==> config.mk <==
export PLATFORM = sky130hd
export DESIGN_NAME = sdram_init_seq
export DESIGN_NICKNAME = d
export VERILOG_FILES = /design/src/rtl/sdram_init_seq.sv
export SDC_FILE = /design/constraint.sdc
export NUM_CORES = 1
export LEC_CHECK = 0
export CAP_MARGIN = 10
export CORE_UTILIZATION = 60
export DETAILED_ROUTE_END_ITERATION = 10
export GPL_TIMING_DRIVEN = 0
export PLACE_DENSITY = 0.84
export SLEW_MARGIN = 10
export SYNTH_ARGS = -nofsm -noshare
export SYNTH_HDL_FRONTEND = slang
export SYNTH_SLANG_ARGS = --single-unit
export TNS_END_PERCENT = 5
==> constraint.sdc <==
create_clock -name clk -period 5.1 [get_ports clk]
set_clock_uncertainty 0.1 [all_clocks]
set_input_delay 1.53 -clock clk [delete_from_list [all_inputs] [get_ports clk]]
set_output_delay 1.53 -clock clk [all_outputs]
set_load 0.01 [all_outputs]
==> src/rtl/sdram_init_seq.sv <==
// SDR SDRAM power-up initialisation sequencer and refresh-request timer.
//
// After reset it walks the SDRAM through: NOP wait, PRECHARGE ALL, REFRESH_COUNT x AUTO REFRESH,
// LOAD MODE REGISTER, then raises init_done (sticky until reset). From then on the command pins
// idle at NOP and a periodic refresh request is raised towards the controller.
//
// Ports:
//   clk           system clock, rising edge
//   rst_n         synchronous active-low reset
//   sdram_cke     SDRAM clock enable (low only while in reset)
//   sdram_cs_n    chip select; command is {cs_n, ras_n, cas_n, we_n}
//   sdram_ras_n   RAS
//   sdram_cas_n   CAS
//   sdram_we_n    WE
//   sdram_a       address / mode bits (A10 for PRECHARGE ALL, MODE_REG for LOAD MODE)
//   sdram_ba      bank address, always 0
//   sdram_dqm     {DQMH, DQML}; held high until the sequence completes
//   init_done     sequence complete, sticky until reset
//   refresh_req   controller must issue one AUTO REFRESH
//   refresh_ack   controller has issued the requested refresh
//   refresh_miss  sticky; an interval expired while a request was still pending
module sdram_init_seq #(
   parameter int unsigned WAIT_CYCLES      = 5000,
   parameter int unsigned T_RP             = 2,
   parameter int unsigned T_RFC            = 3,
   parameter int unsigned REFRESH_COUNT    = 8,
   parameter int unsigned T_MRD            = 2,
   parameter logic [12:0] MODE_REG         = 13'h020,
   parameter int unsigned REFRESH_INTERVAL = 195
) (
   input  logic        clk,
   input  logic        rst_n,
   output logic        sdram_cke,
   output logic        sdram_cs_n,
   output logic        sdram_ras_n,
   output logic        sdram_cas_n,
   output logic        sdram_we_n,
   output logic [12:0] sdram_a,
   output logic [1:0]  sdram_ba,
   output logic [1:0]  sdram_dqm,
   output logic        init_done,
   output logic        refresh_req,
   input  logic        refresh_ack,
   output logic        refresh_miss
);

   // Command encodings {cs_n, ras_n, cas_n, we_n}
   localparam logic [3:0] CmdDesel = 4'b1111;
   localparam logic [3:0] CmdNop   = 4'b0111;
   localparam logic [3:0] CmdPre   = 4'b0010;
   localparam logic [3:0] CmdRef   = 4'b0001;
   localparam logic [3:0] CmdLmr   = 4'b0000;

   // Each delay counter counts down to zero; the command cycle itself is the first cycle of the
   // spacing, so a spacing of 1 goes straight to the next command without visiting the wait state.
   localparam logic [15:0] WaitLoad = 16'(WAIT_CYCLES - 1);
   localparam logic [15:0] TrpLoad  = 16'(T_RP - 1);
   localparam logic [15:0] TrfcLoad = 16'(T_RFC - 1);
   localparam logic [15:0] TmrdLoad = 16'(T_MRD - 1);
   localparam logic [3:0]  RefTotal = 4'(REFRESH_COUNT);
   localparam logic [15:0] Interval = 16'(REFRESH_INTERVAL);

   typedef enum logic [3:0] {
      StReset,
      StWait,
      StPre,
      StTrp,
      StRef,
      StTrfc,
      StLmr,
      StTmrd,
      StDone
   } state_t;

   state_t      state_q, state_d;
   logic [15:0] dly_q, dly_d;
   logic [3:0]  ref_q, ref_d;
   logic [15:0] int_q, int_d;
   logic        req_q, req_d;
   logic        miss_q, miss_d;

   logic [3:0]  cmd_q, cmd_d;
   logic [12:0] a_q, a_d;
   logic        cke_q, cke_d;
   logic [1:0]  dqm_q, dqm_d;
   logic        done_q, done_d;

   // Next-state logic for the init sequence
   always_comb begin
      state_d = state_q;
      dly_d   = dly_q;
      ref_d   = ref_q;
      unique case (state_q)
         StReset: begin
            state_d = StWait;
            dly_d   = WaitLoad;
         end
         StWait: begin
            if (dly_q == '0) begin
               state_d = StPre;
               dly_d   = TrpLoad;
            end else begin
               dly_d = dly_q - 16'd1;
            end
         end
         StPre, StTrp: begin
            if (dly_q == '0) begin
               state_d = StRef;
               dly_d   = TrfcLoad;
               ref_d   = ref_q + 4'd1;
            end else begin
               state_d = StTrp;
               dly_d   = dly_q - 16'd1;
            end
         end
         StRef, StTrfc: begin
            if (dly_q == '0) begin
               if (ref_q < RefTotal) begin
                  state_d = StRef;
                  dly_d   = TrfcLoad;
                  ref_d   = ref_q + 4'd1;
               end else begin
                  state_d = StLmr;
                  dly_d   = TmrdLoad;
               end
            end else begin
               state_d = StTrfc;
               dly_d   = dly_q - 16'd1;
            end
         end
         StLmr, StTmrd: begin
            if (dly_q == '0) begin
               state_d = StDone;
            end else begin
               state_d = StTmrd;
               dly_d   = dly_q - 16'd1;
            end
         end
         StDone: begin
            state_d = StDone;
         end
         default: begin
            state_d = StReset;
         end
      endcase
   end

   // Pin values are decoded from the next state so every output comes straight from a flop
   // and the command appears in the cycle the state is entered.
   always_comb begin
      cmd_d  = CmdNop;
      a_d    = '0;
      cke_d  = 1'b1;
      dqm_d  = 2'b11;
      done_d = 1'b0;
      unique case (state_d)
         StReset: begin
            cmd_d = CmdDesel;
            cke_d = 1'b0;
         end
         StPre: begin
            cmd_d     = CmdPre;
            a_d[10]   = 1'b1;
         end
         StRef: begin
            cmd_d = CmdRef;
         end
         StLmr: begin
            cmd_d = CmdLmr;
            a_d   = MODE_REG;
         end
         StDone: begin
            dqm_d  = 2'b00;
            done_d = 1'b1;
         end
         default: ;
      endcase
   end

   // Refresh interval timer and req/ack handshake, active only once in DONE
   always_comb begin
      int_d  = '0;
      req_d  = req_q;
      miss_d = miss_q;
      if (state_q == StDone) begin
         if (req_q && refresh_ack) begin
            req_d = 1'b0;
            int_d = '0;
         end else if (int_q + 16'd1 == Interval) begin
            // Expiry with a request still outstanding: flag it and keep the request raised
            if (req_q) begin
               miss_d = 1'b1;
            end
            req_d = 1'b1;
            int_d = '0;
         end else begin
            int_d = int_q + 16'd1;
         end
      end
   end

   always_ff @(posedge clk) begin
      if (!rst_n) begin
         state_q <= StReset;
         dly_q   <= '0;
         ref_q   <= '0;
         int_q   <= '0;
         req_q   <= 1'b0;
         miss_q  <= 1'b0;
         cmd_q   <= CmdDesel;
         a_q     <= '0;
         cke_q   <= 1'b0;
         dqm_q   <= 2'b11;
         done_q  <= 1'b0;
      end else begin
         state_q <= state_d;
         dly_q   <= dly_d;
         ref_q   <= ref_d;
         int_q   <= int_d;
         req_q   <= req_d;
         miss_q  <= miss_d;
         cmd_q   <= cmd_d;
         a_q     <= a_d;
         cke_q   <= cke_d;
         dqm_q   <= dqm_d;
         done_q  <= done_d;
      end
   end

   assign sdram_cke    = cke_q;
   assign sdram_cs_n   = cmd_q[3];
   assign sdram_ras_n  = cmd_q[2];
   assign sdram_cas_n  = cmd_q[1];
   assign sdram_we_n   = cmd_q[0];
   assign sdram_a      = a_q;
   assign sdram_ba     = 2'b00;
   assign sdram_dqm    = dqm_q;
   assign init_done    = done_q;
   assign refresh_req  = req_q;
   assign refresh_miss = miss_q;

endmodule

==> results of run 1 <==
cell usage in the layout (no fill, tap or decap), drive strengths merged, types with 4 or more instances in the layout:
| cell type | n |
|---|---|
| xnor2 | 16 |
| a21boi | 4 |
| inv | 9 |
| and2 | 8 |
| nor2 | 37 |
| nor3 | 16 |
| conb | 13 |
| o21ai | 13 |
| nor4 | 7 |
| ha | 5 |
| buf | 21 |
| and3 | 4 |
| xor2 | 12 |
| or3 | 7 |
| clkbuf | 13 |
| nand2 | 27 |
| clkdlybuf4s50 | 14 |
| nand3 | 18 |
| dfxtp | 51 |
| a21oi | 9 |
| nand4 | 7 |
| a31oi | 4 |
worst paths after layout:
| path | start | end | slack, ns | cells after the start |
|---|---|---|---|---|
| worst max-delay path | rst_n | dly_q[1]$_SDFFE_PN0P_ | 2.13 | 5 |
| worst min-delay path | refresh_miss$_SDFFE_PN0P_ | refresh_miss$_SDFFE_PN0P_ | 0.37 | 2 |
| worst max register to register | dly_q[0]$_SDFFE_PN0P_ | dly_q[3]$_SDFFE_PN0P_ | 2.54 | 8 |
| worst min register to register | refresh_miss$_SDFFE_PN0P_ | refresh_miss$_SDFFE_PN0P_ | 0.37 | 2 |
layout make-up:
class                      count  area [um^2]
buffer                        28        197.7
clock buffer                   6        82.58
clock inverter                 2        16.27
fill                         358         1272
inverter                       9        33.78
multi-input combinational    246         1555
sequential                    51         1021
tap                           52        65.06
timing repair buffer          14        140.1
metal layers:
metal  track usage  vias up  routed length (um)
met1        0.2837     1059                2332
met2        0.4092       61                2855
met4       0.07556        0                  57
li1              -     1162                   -
met5             0        -                   0
met3       0.04762        8                 201
registers in the layout (all words and copies together), names as in the netlist:
| name | cells |
|---|---|
| sdram_cke | 1 |
| sdram_a | 2 |
| refresh_req | 1 |
| refresh_miss | 1 |
| sdram_dqm | 1 |
| init_done | 1 |
| dly_q | 16 |
| cmd_q | 4 |
| state_q | 4 |
| int_q | 16 |
| ref_q | 4 |
logic make-up (layout without fill, tap and decap cells):
group	Yosys count	in the layout	synth area share
simple gates	152	152	0.3143
xor+xnor	28	28	0.08877
other cells	1	13	0.001357
fa+ha+maj	5	5	0.02264
compound gates	45	45	0.1082
buf+inv	37	59	0.08378
flops	51	51	0.3696
mux	3	3	0.01132
synth_stat cells, types with 3 or more instances:
cell / n
dfxtp_1: 51
nor2_1: 36
nand2_1: 25
nand3_1: 16
xnor2_1: 16
buf_4: 15
nor3_1: 13
xor2_1: 12
o21ai_0: 11
a21oi_1: 9
inv_1: 9
and2_1: 8
clkbuf_1: 6
nand4_1: 6
or3_1: 6
ha_1: 5
nor4_1: 5
a31oi_1: 4
and3_1: 4
buf_2: 3
nand3b_1: 3
nor2b_1: 3
o21a_1: 3
worst register-to-register path, stage by stage, from the launching register on:
cell and delay [ns]:
dfxtp_1 0.35, inv_1 0.10, ha_1 0.15, nor3b_1 0.69, nand3_1 0.26, o21ai_2 0.40, or3_1 0.19, xor2_1 0.15
nor2_1 0.06
where the power goes:
part	switching, W	internal [W]	total [W]
Combinational	0.0000613	0.0000479	0.000109
Clock	0.000135	0.000111	0.000246
Sequential	0.0000130	0.000410	0.000423
Total	0.000210	0.000569	0.000778
metrics by stage:
| stage | cell area, um^2 | power (W) | worst slack [ns] | util | std cells |
|---|---|---|---|---|---|
| after CTS | 3112 | 0.0007807 | 2.128 | 0.7098 | 408 |
| final | 3112 | 0.0007784 | 2.126 | 0.7098 | 408 |
| after global placement | 3013 | 0.0005358 | 1.785 | 0.6872 | 400 |
| after global routing | 3112 | 0.0008115 | 1.985 | 0.7098 | 408 |
| after floorplan | 2808 | 0.0005170 | 2.705 | - | 334 |
| after detailed placement | 3013 | 0.0005398 | 1.809 | 0.6872 | 400 |
==> impl_metrics.json, run 1 <==
{
  "layout.nets": 363,
  "fp.dieW_um": 69.86,
  "slew_headroom": 0.3434,
  "status": "finished clean",
  "path_class": "primary input to register",
  "max-vdd-ir-drop_mv": 0.1630,
  "postCtsSetupRepairBufs": 0,
  "vias_per_cell": 5.613,
  "final.setup.tns_ns": 0,
  "rows": 24,
  "cp-end-kind": "register",
  "clk_pin_slew_ns": 0.09,
  "worstPathCellList": "clkdlybuf4s50_1, clkbuf_1, clkbuf_1, o21ai_0, nor2_1",
  "wire_per_inst_um": 13.35,
  "ios": 28,
  "p_per_area_nw_per_um2": 250.2,
  "area_growth_pct": 12.64,
  "synth-edff-count": 0,
  "cts_buffers": 5,
  "yosys_warnings": 0,
  "cts_tree": "done",
  "ys_types": 62,
  "worstSetupStartpointType": "primary input",
  "die-area_um2": 4880,
  "hold_ws_ns": 0.3712,
  "drive_gt1_frac": 0.1376,
  "portBuffers": 14,
  "drt_iter0_drc": 177,
  "max_stage_delay_ns": 0.54,
  "grt_antenna_before_repair": 0,
  "antenna_left": 0,
  "insertion_delay_ns": 0.31,
  "start_util": 0.6301,
  "cts_max_path_buffers": 2,
  "cap_violations": 0,
  "critPathTopFamily": "buffers and inverters",
  "gp_congestion": 0.8920,
  "holdBufCountCts": 0,
  "finalMaxSlewViolations": 0,
  "synth_top_area_share": 0.3696,
  "crit_fanout": 10,
  "avgSynthCellArea_um2": 8.580,
  "yosysSeqAreaShare": 0.3696,
  "grt-ovfl-total": 0,
  "grt_setup_unrepaired": "false",
  "period_needed_ns": 2.974,
  "leakage_nw": 1.182,
  "fp.dieH_um": 69.86,
  "crit_arrival_ns": 3.13,
  "yosys-top-cells-area": "dfxtp_1 37%, xnor2_1 5.1%, nor2_1 4.9%",
  "cp.required_ns": 5.25,
  "hold_viol": 0,
  "post_cts_resized": 0,
  "synth_largest_area_cell": "dfxtp_1",
  "drc": 0,
  "cts_max_level": 2,
  "hpwl_um": 3990,
  "cts_sinks": 51,
  "hold_class": "register to register",
  "synth_flop_cell": "dfxtp_1",
  "synth_area_um2": 2763,
  "syn_inst": 322,
  "num_vias": 2290,
  "first_global_vias": 2092,
  "firstDrtPassIters": 5,
  "max_freq_ghz": 0.3362,
  "crit_path_top_delay_cell": "clkdlybuf4s50_1",
  "core_area_um2": 4384,
  "critPathBufInv": 3,
  "grt_max_degree": 17,
  "clockRootBuffer": "clkbuf_8",
  "synth-seq-cells": 51,
  "setup_viol_count_final": 0,
  "grt_usage": 0.2330,
  "synthArstFlopShare": 0,
  "routed_wl_um": 5447,
  "cp_common_cell": "clkbuf_1",
  "fin_crit_sh": 0.5832,
  "worst_pin_slew_ns": 0.9774,
  "grt_pass1_wl_um": 9356,
  "insertedDiodeCount": 0
}
Power figures use the tool's default switching activity.
==> run 2: changes to the inputs <==
CORE_UTILIZATION = 57   (was 60)
PLACE_DENSITY = 0.8   (was 0.84)
clock period = 3 ns   (was 5.1 ns; I/O delays follow)
==> run 2 against run 1 <==
Flip-flop and latch count unchanged. Clock-buffer cell count unchanged. Hold slack got worse by 0.016 ns. Total power rose by 70%. Combinational power up 69%. Sequential share of layout area unchanged. Critical endpoint is now refresh_req$_SDFFE_PN0P_. First-iteration DRC count down 21%. Register-to-register slack worse by 2.0 ns. Utilization down 1.9 points. Global-route usage is 0.73 points lower. Routed wire length decreased by 0.99%. Critical path depth is 2 higher.
==> impl_metrics.json, run 2 (synthesis results as in run 1) <==
{
  "setup_viol_count_final": 0,
  "first_global_vias": 2070,
  "hold_class": "register to register",
  "clockRootBuffer": "clkbuf_8",
  "crit_arrival_ns": 2.61,
  "grt_setup_unrepaired": "false",
  "final_cell_mix": "51 x dfxtp_1, 36 x nor2_1, 25 x nand2_1, 16 x nand3_1, 16 x xnor2_1",
  "cp-end-kind": "register",
  "cts_tree": "done",
  "layout.nets": 363,
  "fillers": 393,
  "grt_antenna_before_repair": 0,
  "r2r_end": "refresh_req$_SDFFE_PN0P_",
  "grt-ovfl-total": 0,
  "area_growth_pct": 12.64,
  "grt_pass1_wl_um": 9190,
  "fp.dieW_um": 71.62,
  "cp-endpoint": "refresh_req$_SDFFE_PN0P_",
  "seq_power_share": 0.544,
  "post_cts_resized": 0,
  "leakage_nw": 1.182,
  "p_per_area_nw_per_um2": 424.5,
  "slew_headroom": 0.3848,
  "drc": 0,
  "p_int_w": 0.0009672,
  "critical_path.startpoint": "int_q[1]$_SDFF_PP0_",
  "layout_commonest_cell": "dfxtp_1",
  "pwr-share-clk": 0.316,
  "status": "finished clean",
  "ios": 28,
  "num_vias": 2307,
  "die-area_um2": 5129,
  "drive_gt1_frac": 0.1376,
  "portBuffers": 14,
  "hpwl_um": 3900,
  "core_area_um2": 4504,
  "vias_per_cell": 5.654,
  "final.setup.tns_ns": 0,
  "drt_iter0_drc": 140,
  "wire_per_inst_um": 13.22,
  "finalMaxSlewViolations": 0,
  "p_comb_frac": 0.139,
  "grt_usage": 0.2256,
  "holdBufCountCts": 0,
  "reg_top3": "dly_q (16), int_q (16)",
  "hold_ws_ns": 0.3550,
  "finalPower_w": 0.001321,
  "switching_power_w": 0.0003538,
  "worstSetupStartpointType": "register",
  "max-vdd-ir-drop_mv": 0.2618,
  "switching_share": 0.2678,
  "cp.required_ns": 3.16,
  "firstDrtPassIters": 4,
  "period_needed_ns": 2.457,
  "crit_fanout": 10,
  "cts_max_level": 2,
  "gp_congestion": 0.9680,
  "regToRegSetupSlack_ns": 0.54,
  "fin_crit_sh": 0.8191,
  "insertion_delay_ns": 0.31,
  "worst_pin_slew_ns": 0.9158,
  "cts_max_path_buffers": 2,
  "r2r-start": "int_q[1]$_SDFF_PP0_",
  "cts_buffers": 5,
  "antenna_left": 0,
  "start_util": 0.6133,
  "path_class": "register to register",
  "rows": 24,
  "insertedDiodeCount": 0,
  "postCtsSetupRepairBufs": 0,
  "fp.dieH_um": 71.62,
  "max_freq_ghz": 0.4070,
  "cts_sinks": 51,
  "reg2regPathDepth": 7,
  "cap_violations": 0,
  "hold_viol": 0,
  "clk_pin_slew_ns": 0.10,
  "fin_util": 0.6908,
  "routed_wl_um": 5393,
  "grt_max_degree": 17
}
run 2: cell counts in the layout (fill, tap and decap cells not counted):
Identical to the previous run, type by type.
run 2: worst min path at each step:
stage,slack [ns],cells past startpoint,start,to
6_report,0.36,2,refresh_miss$_SDFFE_PN0P_,refresh_miss$_SDFFE_PN0P_
3_3_place_gp,0.35,2,refresh_miss$_SDFFE_PN0P_,refresh_miss$_SDFFE_PN0P_
2_1_floorplan,0.35,2,ref_q[1]$_SDFFE_PN0P_,ref_q[1]$_SDFFE_PN0P_
3_5_place_dp,0.34,2,refresh_miss$_SDFFE_PN0P_,refresh_miss$_SDFFE_PN0P_
5_1_grt,0.41,2,refresh_miss$_SDFFE_PN0P_,refresh_miss$_SDFFE_PN0P_
4_1_cts,0.36,2,refresh_miss$_SDFFE_PN0P_,refresh_miss$_SDFFE_PN0P_
run 2: cell type report:
type	count	area (um^2)	share of cell area
repair buffers	14	140.1	0.04503
clock inverters	2	16.27	0.005227
well taps	52	65.06	0.02091
clock buffers	6	82.58	0.02654
plain buffers	28	197.7	0.06353
multi-input cells	246	1555	0.4998
inverters	9	33.78	0.01086
flip-flops and latches	51	1021	0.3281
run 2: metal layers:
metal / share of wire / GRT usage / routed length [um] / up-vias
met1: 0.47 / 0.2876 / 2556 / 1082
li1: - / - / - / 1162
met5: 0 / 0 / 0 / -
met2: 0.47 / 0.3857 / 2542 / 56
met4: 0.015 / 0.08061 / 81 / 0
met3: 0.039 / 0.03797 / 212 / 7
run 2: critical path, stage by stage (launching register included):
cell and delay (ns):
dfxtp_1 0.49, ha_1 0.34, clkbuf_1 0.38, o2111ai_1 0.18
a32oi_1 0.24, o2111ai_1 0.22, or3_1 0.39, nand2_1 0.07
run 2: power groups by stage:
stage               combinational (W)  clock, W  sequential (W)
floorplan                    0.000148         0        0.000731
global placement             0.000178         0        0.000733
detailed placement           0.000180         0        0.000735
CTS                          0.000182  0.000430        0.000719
global route                 0.000203  0.000451        0.000723
finish                       0.000184  0.000418        0.000719
run 2: metrics by stage:
| step | cell area (um^2) | cells | setup slack (ns) |
|---|---|---|---|
| after floorplan | 2808 | 334 | 0.9413 |
| final | 3112 | 408 | 0.5428 |
| after global placement | 3013 | 400 | 0.2686 |
| after detailed placement | 3013 | 400 | 0.2751 |
| after global routing | 3112 | 408 | 0.2955 |
| after CTS | 3112 | 408 | 0.5696 |
==> run 3: changes to the inputs <==
clock period = 2.31 ns   (was 3 ns; I/O delays follow)
==> run 3 against run 2 <==
Hold slack hardly changed. Routed wire length is 0.19% higher. Worst setup slack lost 0.46 ns. Total power up 30%. Flip-flop and latch count did not move. Critical path depth decreased by 2. Die area did not move. Largest power group unchanged. Highest routed layer unchanged.
==> impl_metrics.json, run 3 (synthesis results as in run 1) <==
{
  "dr_wl_met3_um": 157,
  "reg2regPathDepth": 7,
  "fp.dieW_um": 71.62,
  "status": "finished clean",
  "cts_tree": "done",
  "layout.nets": 362,
  "period_needed_ns": 2.228,
  "routed_wl_um": 5403,
  "cts_max_level": 2,
  "holdBufCountCts": 0,
  "switching_share": 0.2689,
  "wire_per_inst_um": 13.28,
  "rows": 24,
  "top_layer": "met4",
  "antenna_left": 0,
  "grt_antenna_before_repair": 0,
  "finalMaxSlewViolations": 0,
  "first_global_vias": 2063,
  "final_cell_mix": "49 x dfxtp_1, 34 x nor2_1, 25 x nand2_1, 16 x nand3_1, 16 x xnor2_1",
  "grt_max_degree": 17,
  "cts_max_path_buffers": 2,
  "leakage_nw": 1.203,
  "drive_gt1_frac": 0.1690,
  "grt_setup_unrepaired": "true",
  "fin_area_um2": 3173,
  "clockRootBuffer": "clkbuf_8",
  "p_comb_frac": 0.142,
  "cts_sinks": 51,
  "met2_length_um": 2637,
  "cp.required_ns": 2.46,
  "hold_depth": 2,
  "cp-end-kind": "register",
  "vias_per_cell": 5.636,
  "cts_buffers": 5,
  "fin_crit_sh": 0.9644,
  "regToRegSetupSlack_ns": 0.15,
  "fp.dieH_um": 71.62,
  "insertedDiodeCount": 0,
  "grt_usage": 0.2259,
  "die-area_um2": 5129,
  "crit_fanout": 10,
  "cap_violations": 0,
  "crit_arrival_ns": 2.38,
  "layout_commonest_cell": "dfxtp_1",
  "portBuffers": 14,
  "worst_pin_slew_ns": 0.9081,
  "placed_area_um2": 3013,
  "pwr-share-clk": 0.315,
  "num_vias": 2294,
  "core_area_um2": 4504,
  "ios": 28,
  "hold_class": "register to register",
  "hpwl_um": 3900,
  "hold_viol": 0,
  "setup_viol_count_final": 0,
  "start_util": 0.6133,
  "p_int_w": 0.001260,
  "clk_pin_slew_ns": 0.10,
  "ff_latch_area_um2": 1023,
  "seq_power_share": 0.543,
  "firstDrtPassIters": 4,
  "reg_top3": "dly_q (16), int_q (16)",
  "insertion_delay_ns": 0.31,
  "area_growth_pct": 14.85,
  "path_class": "primary input to register",
  "route.layer.met1.wl_um": 2543,
  "switching_power_w": 0.0004634,
  "max_freq_ghz": 0.4489,
  "slew_headroom": 0.3899,
  "drc": 0,
  "worstSetupStartpointType": "primary input",
  "max-vdd-ir-drop_mv": 0.3411,
  "drt_iter0_drc": 119,
  "p_per_area_nw_per_um2": 543.2,
  "finalPower_w": 0.001724,
  "fillers": 380,
  "postCtsSetupRepairBufs": 0,
  "gp_congestion": 0.9680,
  "grt-ovfl-total": 0,
  "multi_input_area_um2": 1617,
  "grt_pass1_wl_um": 9204
}
==> run 3: path summary, 6_finish.rpt <==
kind / endpoint / from
worst max-delay path: dly_q[1]$_SDFFE_PN0P_ / rst_n
worst min-delay path: refresh_miss$_SDFFE_PN0P_ / refresh_miss$_SDFFE_PN0P_
worst max register to register: refresh_req$_SDFFE_PN0P_ / int_q[0]$_SDFF_PP0_
worst min register to register: refresh_miss$_SDFFE_PN0P_ / refresh_miss$_SDFFE_PN0P_
==> run 3: repair_timing <==
| item | CTS | global route |
|---|---|---|
| endpoints found under the hold margin | 0 | 0 |
| gates resized for setup | 2 | 12 |
| setup endpoints to repair | 16 | 25 |
| pin swaps | 0 | 1 |
==> run 3: area by class of cell <==
class | instances | area share
inverters | 9 | 0.01065
repair buffers | 14 | 0.04416
flip-flops and latches | 51 | 0.3226
clock buffers | 6 | 0.02603
plain buffers | 27 | 0.06151
clock inverters | 2 | 0.005126
well taps | 52 | 0.02050
multi-input cells | 246 | 0.5095
==> run 3: routing by layer <==
metal	GRT usage	vias to the layer above
met5	0	-
met4	0.08061	0
met3	0.03797	5
met2	0.3857	39
met1	0.2885	1090
li1	-	1160
==> run 3: worst max-delay path, stage by stage <==
cell,delay (ns)
clkdlybuf4s50_1,0.58
clkbuf_1,0.40
clkbuf_1,0.43
o21ai_0,0.16
nor2_1,0.11
==> run 3: per-stage QoR <==
stage	cells	TNS [ns]	hold WS (ns)	setup slack, ns	utilization
4_1_cts	408	0	0.3594	0.0003251	0.6922
3_3_place_gp	400	-2.126	0.3469	-0.2144	0.6689
3_5_place_dp	400	-2.324	0.3389	-0.2079	0.6689
2_1_floorplan	334	0	0.3481	0.2513	-
6_report	407	0	0.3549	0.08215	0.7044
5_1_grt	407	-0.03616	0.4074	-0.02188	0.7044
==> run 3: power groups by stage <==
stage	clock, W	combinational [W]	sequential (W)
final	0.000543	0.000244	0.000936
after global routing	0.000585	0.000270	0.000941
after CTS	0.000559	0.000237	0.000934
after detailed placement	0	0.000234	0.000954
after global placement	0	0.000232	0.000952
after floorplan	0	0.000192	0.000949
